==> config.mk <==
export PLATFORM = sky130hd
export DESIGN_NAME = sid_mac_sched
export DESIGN_NICKNAME = d
export VERILOG_FILES = /design/src/rtl/sid_mac_sched.sv
export SDC_FILE = /design/constraint.sdc
export NUM_CORES = 1
export LEC_CHECK = 0
export CORE_MARGIN = 2
export CORE_UTILIZATION = 49
export DETAILED_ROUTE_END_ITERATION = 12
export PLACE_DENSITY = 0.86
export SYNTH_ARGS = -nofsm -noshare
export SYNTH_HDL_FRONTEND = slang
export SYNTH_SLANG_ARGS = --single-unit
==> constraint.sdc <==
create_clock -name CLK -period 5.2 [get_ports CLK]
set_clock_uncertainty 0.05 [all_clocks]
set_input_delay 1.56 -clock CLK [delete_from_list [all_inputs] [get_ports CLK]]
set_output_delay 1.56 -clock CLK [all_outputs]
set_load 0.02 [all_outputs]
==> src/rtl/sid_mac_sched.sv <==
// sid_mac_sched: shares one external signed*unsigned multiplier across the
// three voice*envelope multiplies and the mix*volume multiply of a SID core.
// One four-slot sequence runs per CLKen tick.
// Optional feature: define SID_MAC_ROUND_EN for round-half-up slicing of the
// products. Without it the products are truncated toward minus infinity.
//
// state   | meaning
// --------+---------------------------------------------------------
// S_IDLE  | waiting for CLKen
// S_ISSUE | driving slot operands onto MUL_A/MUL_B, one slot per cycle
// S_DRAIN | waiting MUL_LAT cycles for the last products to arrive
// S_DONE  | all results registered; VALID pulses, new start accepted
module sid_mac_sched #(
  parameter int unsigned MUL_LAT = 1
) (
  input  logic        CLK,
  input  logic        RST,
  input  logic        CLKen,
  input  logic [11:0] VOICE0,
  input  logic [11:0] VOICE1,
  input  logic [11:0] VOICE2,
  input  logic [7:0]  ENV0,
  input  logic [7:0]  ENV1,
  input  logic [7:0]  ENV2,
  input  logic [15:0] PRE_VOL,
  input  logic [3:0]  VOL,
  output logic [15:0] MUL_A,
  output logic [15:0] MUL_B,
  input  logic [31:0] MUL_P,
  output logic [15:0] AMP0,
  output logic [15:0] AMP1,
  output logic [15:0] AMP2,
  output logic [15:0] OUTPUT,
  output logic        VALID,
  output logic        BUSY,
  output logic        OVERRUN
);

  typedef enum logic [1:0] {
    S_IDLE  = 2'd0,
    S_ISSUE = 2'd1,
    S_DRAIN = 2'd2,
    S_DONE  = 2'd3
  } state_t;

  // Step counter runs 0..3 through ISSUE and continues through DRAIN.
  localparam logic [2:0] LAST_STEP = 3'(3 + MUL_LAT);

`ifdef SID_MAC_ROUND_EN
  localparam logic [31:0] RND_VOICE = 32'h0000_0080;
  localparam logic [31:0] RND_VOL   = 32'h0000_0008;
`else
  localparam logic [31:0] RND_VOICE = 32'h0000_0000;
  localparam logic [31:0] RND_VOL   = 32'h0000_0000;
`endif

  state_t      state_q, state_d;
  logic [2:0]  step_q, step_d;
  logic        start;
  logic        over_set;
  logic        overrun_q;

  logic [11:0] voice_q [3];
  logic [7:0]  env_q   [3];
  logic [15:0] pre_vol_q;
  logic [3:0]  vol_q;

  logic [15:0] amp_q [3];
  logic [15:0] out_q;

  logic [3:0]  cap_diff;
  logic        cap_en;
  logic [1:0]  cap_slot;
  logic [31:0] sum_voice;
  logic [31:0] sum_vol;
  logic        unused_bits;

  // Next-state logic: sequence stepping, start acceptance and overrun detection.
  always_comb begin
    state_d  = state_q;
    step_d   = step_q;
    start    = 1'b0;
    over_set = 1'b0;
    case (state_q)
      S_IDLE: begin
        if (CLKen) start = 1'b1;
      end
      S_ISSUE: begin
        step_d = step_q + 3'd1;
        if (CLKen) over_set = 1'b1;
        if (step_q == 3'd3) state_d = (MUL_LAT == 0) ? S_DONE : S_DRAIN;
      end
      S_DRAIN: begin
        step_d = step_q + 3'd1;
        if (CLKen) over_set = 1'b1;
        if (step_q == LAST_STEP) state_d = S_DONE;
      end
      S_DONE: begin
        state_d = S_IDLE;
        if (CLKen) start = 1'b1;
      end
      default: state_d = S_IDLE;
    endcase
    if (start) begin
      state_d = S_ISSUE;
      step_d  = 3'd0;
    end
  end

  // State register and operand latch taken at the start tick.
  always_ff @(posedge CLK) begin
    if (RST) begin
      state_q   <= S_IDLE;
      step_q    <= 3'd0;
      overrun_q <= 1'b0;
      pre_vol_q <= 16'h0;
      vol_q     <= 4'h0;
      for (int i = 0; i < 3; i++) begin
        voice_q[i] <= 12'h0;
        env_q[i]   <= 8'h0;
      end
    end else begin
      state_q <= state_d;
      step_q  <= step_d;
      if (over_set) overrun_q <= 1'b1;
      if (start) begin
        voice_q[0] <= VOICE0;
        voice_q[1] <= VOICE1;
        voice_q[2] <= VOICE2;
        env_q[0]   <= ENV0;
        env_q[1]   <= ENV1;
        env_q[2]   <= ENV2;
        pre_vol_q  <= PRE_VOL;
        vol_q      <= VOL;
      end
    end
  end

  // Operand mux: slot k operands during ISSUE step k, zero otherwise.
  always_comb begin
    MUL_A = 16'h0;
    MUL_B = 16'h0;
    if (state_q == S_ISSUE) begin
      case (step_q[1:0])
        2'd0: begin MUL_A = {voice_q[0], 4'h0}; MUL_B = {8'h0, env_q[0]}; end
        2'd1: begin MUL_A = {voice_q[1], 4'h0}; MUL_B = {8'h0, env_q[1]}; end
        2'd2: begin MUL_A = {voice_q[2], 4'h0}; MUL_B = {8'h0, env_q[2]}; end
        default: begin MUL_A = pre_vol_q; MUL_B = {12'h0, vol_q}; end
      endcase
    end
  end

  // The product for slot k shows up MUL_LAT steps after its issue step; a
  // non-negative difference selects which output register to load.
  always_comb begin
    cap_diff  = {1'b0, step_q} - 4'(MUL_LAT);
    cap_en    = ((state_q == S_ISSUE) || (state_q == S_DRAIN)) && !cap_diff[3];
    cap_slot  = cap_diff[1:0];
    sum_voice = MUL_P + RND_VOICE;
    sum_vol   = MUL_P + RND_VOL;
  end

  assign unused_bits = ^{cap_diff[2], sum_voice[31:24], sum_voice[7:0],
                         sum_vol[31:20], sum_vol[3:0]};

  // Result capture; each output holds until its own slot is captured again.
  always_ff @(posedge CLK) begin
    if (RST) begin
      for (int i = 0; i < 3; i++) amp_q[i] <= 16'h0;
      out_q <= 16'h0;
    end else if (cap_en) begin
      case (cap_slot)
        2'd0: amp_q[0] <= sum_voice[23:8];
        2'd1: amp_q[1] <= sum_voice[23:8];
        2'd2: amp_q[2] <= sum_voice[23:8];
        default: out_q <= sum_vol[19:4];
      endcase
    end
  end

  assign AMP0    = amp_q[0];
  assign AMP1    = amp_q[1];
  assign AMP2    = amp_q[2];
  assign OUTPUT  = out_q;
  assign VALID   = (state_q == S_DONE);
  assign BUSY    = (state_q == S_ISSUE) || (state_q == S_DRAIN);
  assign OVERRUN = overrun_q;

endmodule

==> results of run 1 <==
-- routing by layer --
layer,share of wire,vias up
met2,0.48,289
met5,0,-
met4,0.021,0
met1,0.41,2234
li1,-,2189
met3,0.090,30
-- layout make-up --
| class | instances | area share |
|---|---|---|
| sequential | 150 | 0.4694 |
| timing repair buffer | 199 | 0.2267 |
| multi-input combinational | 314 | 0.2100 |
| clock buffer | 22 | 0.05221 |
| tap | 168 | 0.02416 |
| clock inverter | 10 | 0.01496 |
| inverter | 6 | 0.002589 |
-- flip-flops by register name, indices dropped and copies added (netlist names) --
register   flops
OUTPUT        16
OVERRUN        1
amp_q         48
env_q         24
pre_vol_q     16
state_q        2
step_q         3
voice_q       36
vol_q          4
-- synthesized netlist by cell type --
cell type,count,area [um^2]
o31a_1,1,8.760
o21ai_0,16,80.08
nor3b_1,2,15.01
or4b_1,1,10.01
o311a_2,1,11.26
nor4b_1,1,8.760
o31a_2,1,10.01
buf_1,1,3.750
nand2_1,95,356.6
clkbuf_1,33,123.9
a211oi_1,1,7.510
a31oi_1,1,6.260
and2_1,32,200.2
buf_4,9,67.56
and3_1,64,400.4
inv_1,6,22.52
nand2b_1,3,18.77
a222oi_1,20,200.2
nor2b_1,2,12.51
dfxtp_1,42,840.8
o311a_1,1,10.01
or3_1,1,6.260
conb_1,1,3.750
edfxtp_1,108,3243
a21oi_1,39,195.2
ha_1,12,150.1
o31ai_1,1,7.510
buf_2,4,20.02
a21boi_2,1,11.26
o311ai_4,1,26.28
nor2_1,9,33.78
-- report_power, final --
part | switching, mW | total, mW | internal (mW)
clock | 0.457 | 1.22 | 0.763
sequential | 0.0759 | 1.55 | 1.47
combinational | 0.483 | 0.816 | 0.333
-- cell usage in the layout (no fill, tap or decap), types with 4 or more instances in the layout --
master and instances:
conb_1 8, and2_1 32, edfxtp_1 108, clkbuf_1 4, inv_1 6, a222oi_1 20
o21ai_0 16, a21oi_1 39, nand2_1 94, clkdlybuf4s50_1 192, ha_1 12, dfxtp_1 42
clkbuf_16 17, nor2_1 9, buf_4 6, and3_1 64
-- stage by stage --
step | setup slack (ns) | instances | utilization
after CTS | 0.4684 | 869 | 0.7183
after detailed placement | 1.001 | 837 | 0.6700
final | 0.4802 | 869 | 0.7183
after global routing | 0.3124 | 869 | 0.7183
after global placement | 1.044 | 837 | 0.6700
after floorplan | 1.443 | 517 | -
-- worst min path at each step --
stage,startpoint,endpoint,slack [ns],cells after the start
floorplan,pre_vol_q[0],pre_vol_q[0],0.38,2
global placement,pre_vol_q[3],pre_vol_q[3],0.39,2
detailed placement,pre_vol_q[0],pre_vol_q[0],0.40,2
CTS,pre_vol_q[0],pre_vol_q[0],0.40,2
global route,OUTPUT[15],OUTPUT[15],0.42,2
finish,vol_q[3],vol_q[3],0.41,2
-- critical path, cell delays in order, from the launching register on --
cell and delay [ns]:
dfxtp_1 0.52, ha_1 0.85, a222oi_1 0.29, o21ai_0 0.23, and2_1 0.16, clkdlybuf4s50_1 0.63
-- logic make-up (layout without fill, tap and decap cells) --
family                     after synthesis  count (layout)  share of synthesized area
adders and majority gates               12              12                    0.02456
AOI/OAI and AO/OA                       84              84                    0.09396
DFF                                    150             150                     0.6682
and+or+nand+nor                        210             210                     0.1738
buffers and inverters                   53             237                    0.03889
other                                    1               8                  0.0006135
==> impl_metrics.ini, run 1 <==
[layout]
post_route_cells_drive_above_1_share = 0.05421
ff_latch_area_um2 = 4084
fin_nets = 815
fin_area_um2 = 8700
fillers = 822
multi_input_area_um2 = 1827
insertedDiodeCount = 0
area_delta_synth_final_pct = 42.33

[clock_network]
clk_transition_reported_paths_ns = 0.06
cts_root_buf = clkbuf_16
clock_latency_ns = 0.41
cts_buffers = 17
hold_buffers = 0
cts_resized = 0
cts_htree_levels = 4
clockBufferDepth = 2
cts_sinks = 150
cts_setup_buffers = 0
cts_tree = done

[global_route]
grt_pass1_vias = 4661
grtUsageMet2 = 0.3895
grt_use_met3 = 0.06015
grt_pass1_wl_mm = 23.76
met1_usage = 0.2888
grt_max_degree = 66
antenna_found_initial = 0
track_usage = 0.2350
top_usage_layer = met2
grt_overflow = 0

[pwr]
leakagePower_nw = 3.403
finalPower_mw = 3.584
powerDensity_nw_per_um2 = 412.0
peakVddDrop_v = 0.0002011

[synthesis]
synth_seq_cells = 150
seq_area_frac_synth = 0.6682
ys_types = 31
ys_warn_count = 0
avgSynthCellArea_um2 = 11.98
synthesis.area_um2 = 6112
synthCells = 510

[route]
drtAntennaViolNets = 0
num_vias = 4742
first_iter_violations = 396
dr.pass1.iters = 5
routed_wl_mm = 15.63
vias_per_cell = 5.457
post_drt_wl_per_cell_um = 17.98
drc = 0

[critical_path]
path_max_fanout = 22
critPathKind = reg2out
r2r_end = env_q[0][15]
start_kind = flop
timing.rr.start = state_q[0]
endpoint = MUL_B[3]
crit_arrival_ns = 3.11
end_kind = output pin
cp-startpoint = step_q[0]
worstRegToRegCells = 6
critical_path_required_ns = 3.59
reg2reg_slack_ns = 2.51

[min_path]
min_path_type = reg2reg

[timing]
tns_ns = 0
slew_viol_final = 0
max_freq_ghz = 0.2119
tightest_slew_ns = 1.076
final.min_clock_period_ns = 4.720
rsz0062_at_grt = false
fin_crit_sh = 0.9076
hold_slack_ns = 0.4068
setup_viol = 0
relSlewSlack = 0.2829
final_hold_viol_count = 0

[placement]
placed_cell_area_um2 = 8115
gp_congestion = 0.8211
numPortBuffers = 193
hpwlAfterDp_mm = 10.46

[run_status]
status = completed

[floorplanning]
dieArea_um2 = 13380
start_util = 0.5046
rows = 40
core_um2 = 12110
die_w_um = 115.7
io_pins = 214
die_h_um = 115.7

[run]
drv_cap = 0
(Power assumes the default switching activity.)
==> inputs of run 2 (changes only) <==
Settings changed: CTS_CLUSTER_DIAMETER set to 200.
==> results of run 2 <==
Same layout as run 1: the final DEF is identical, and so are final timing and power.
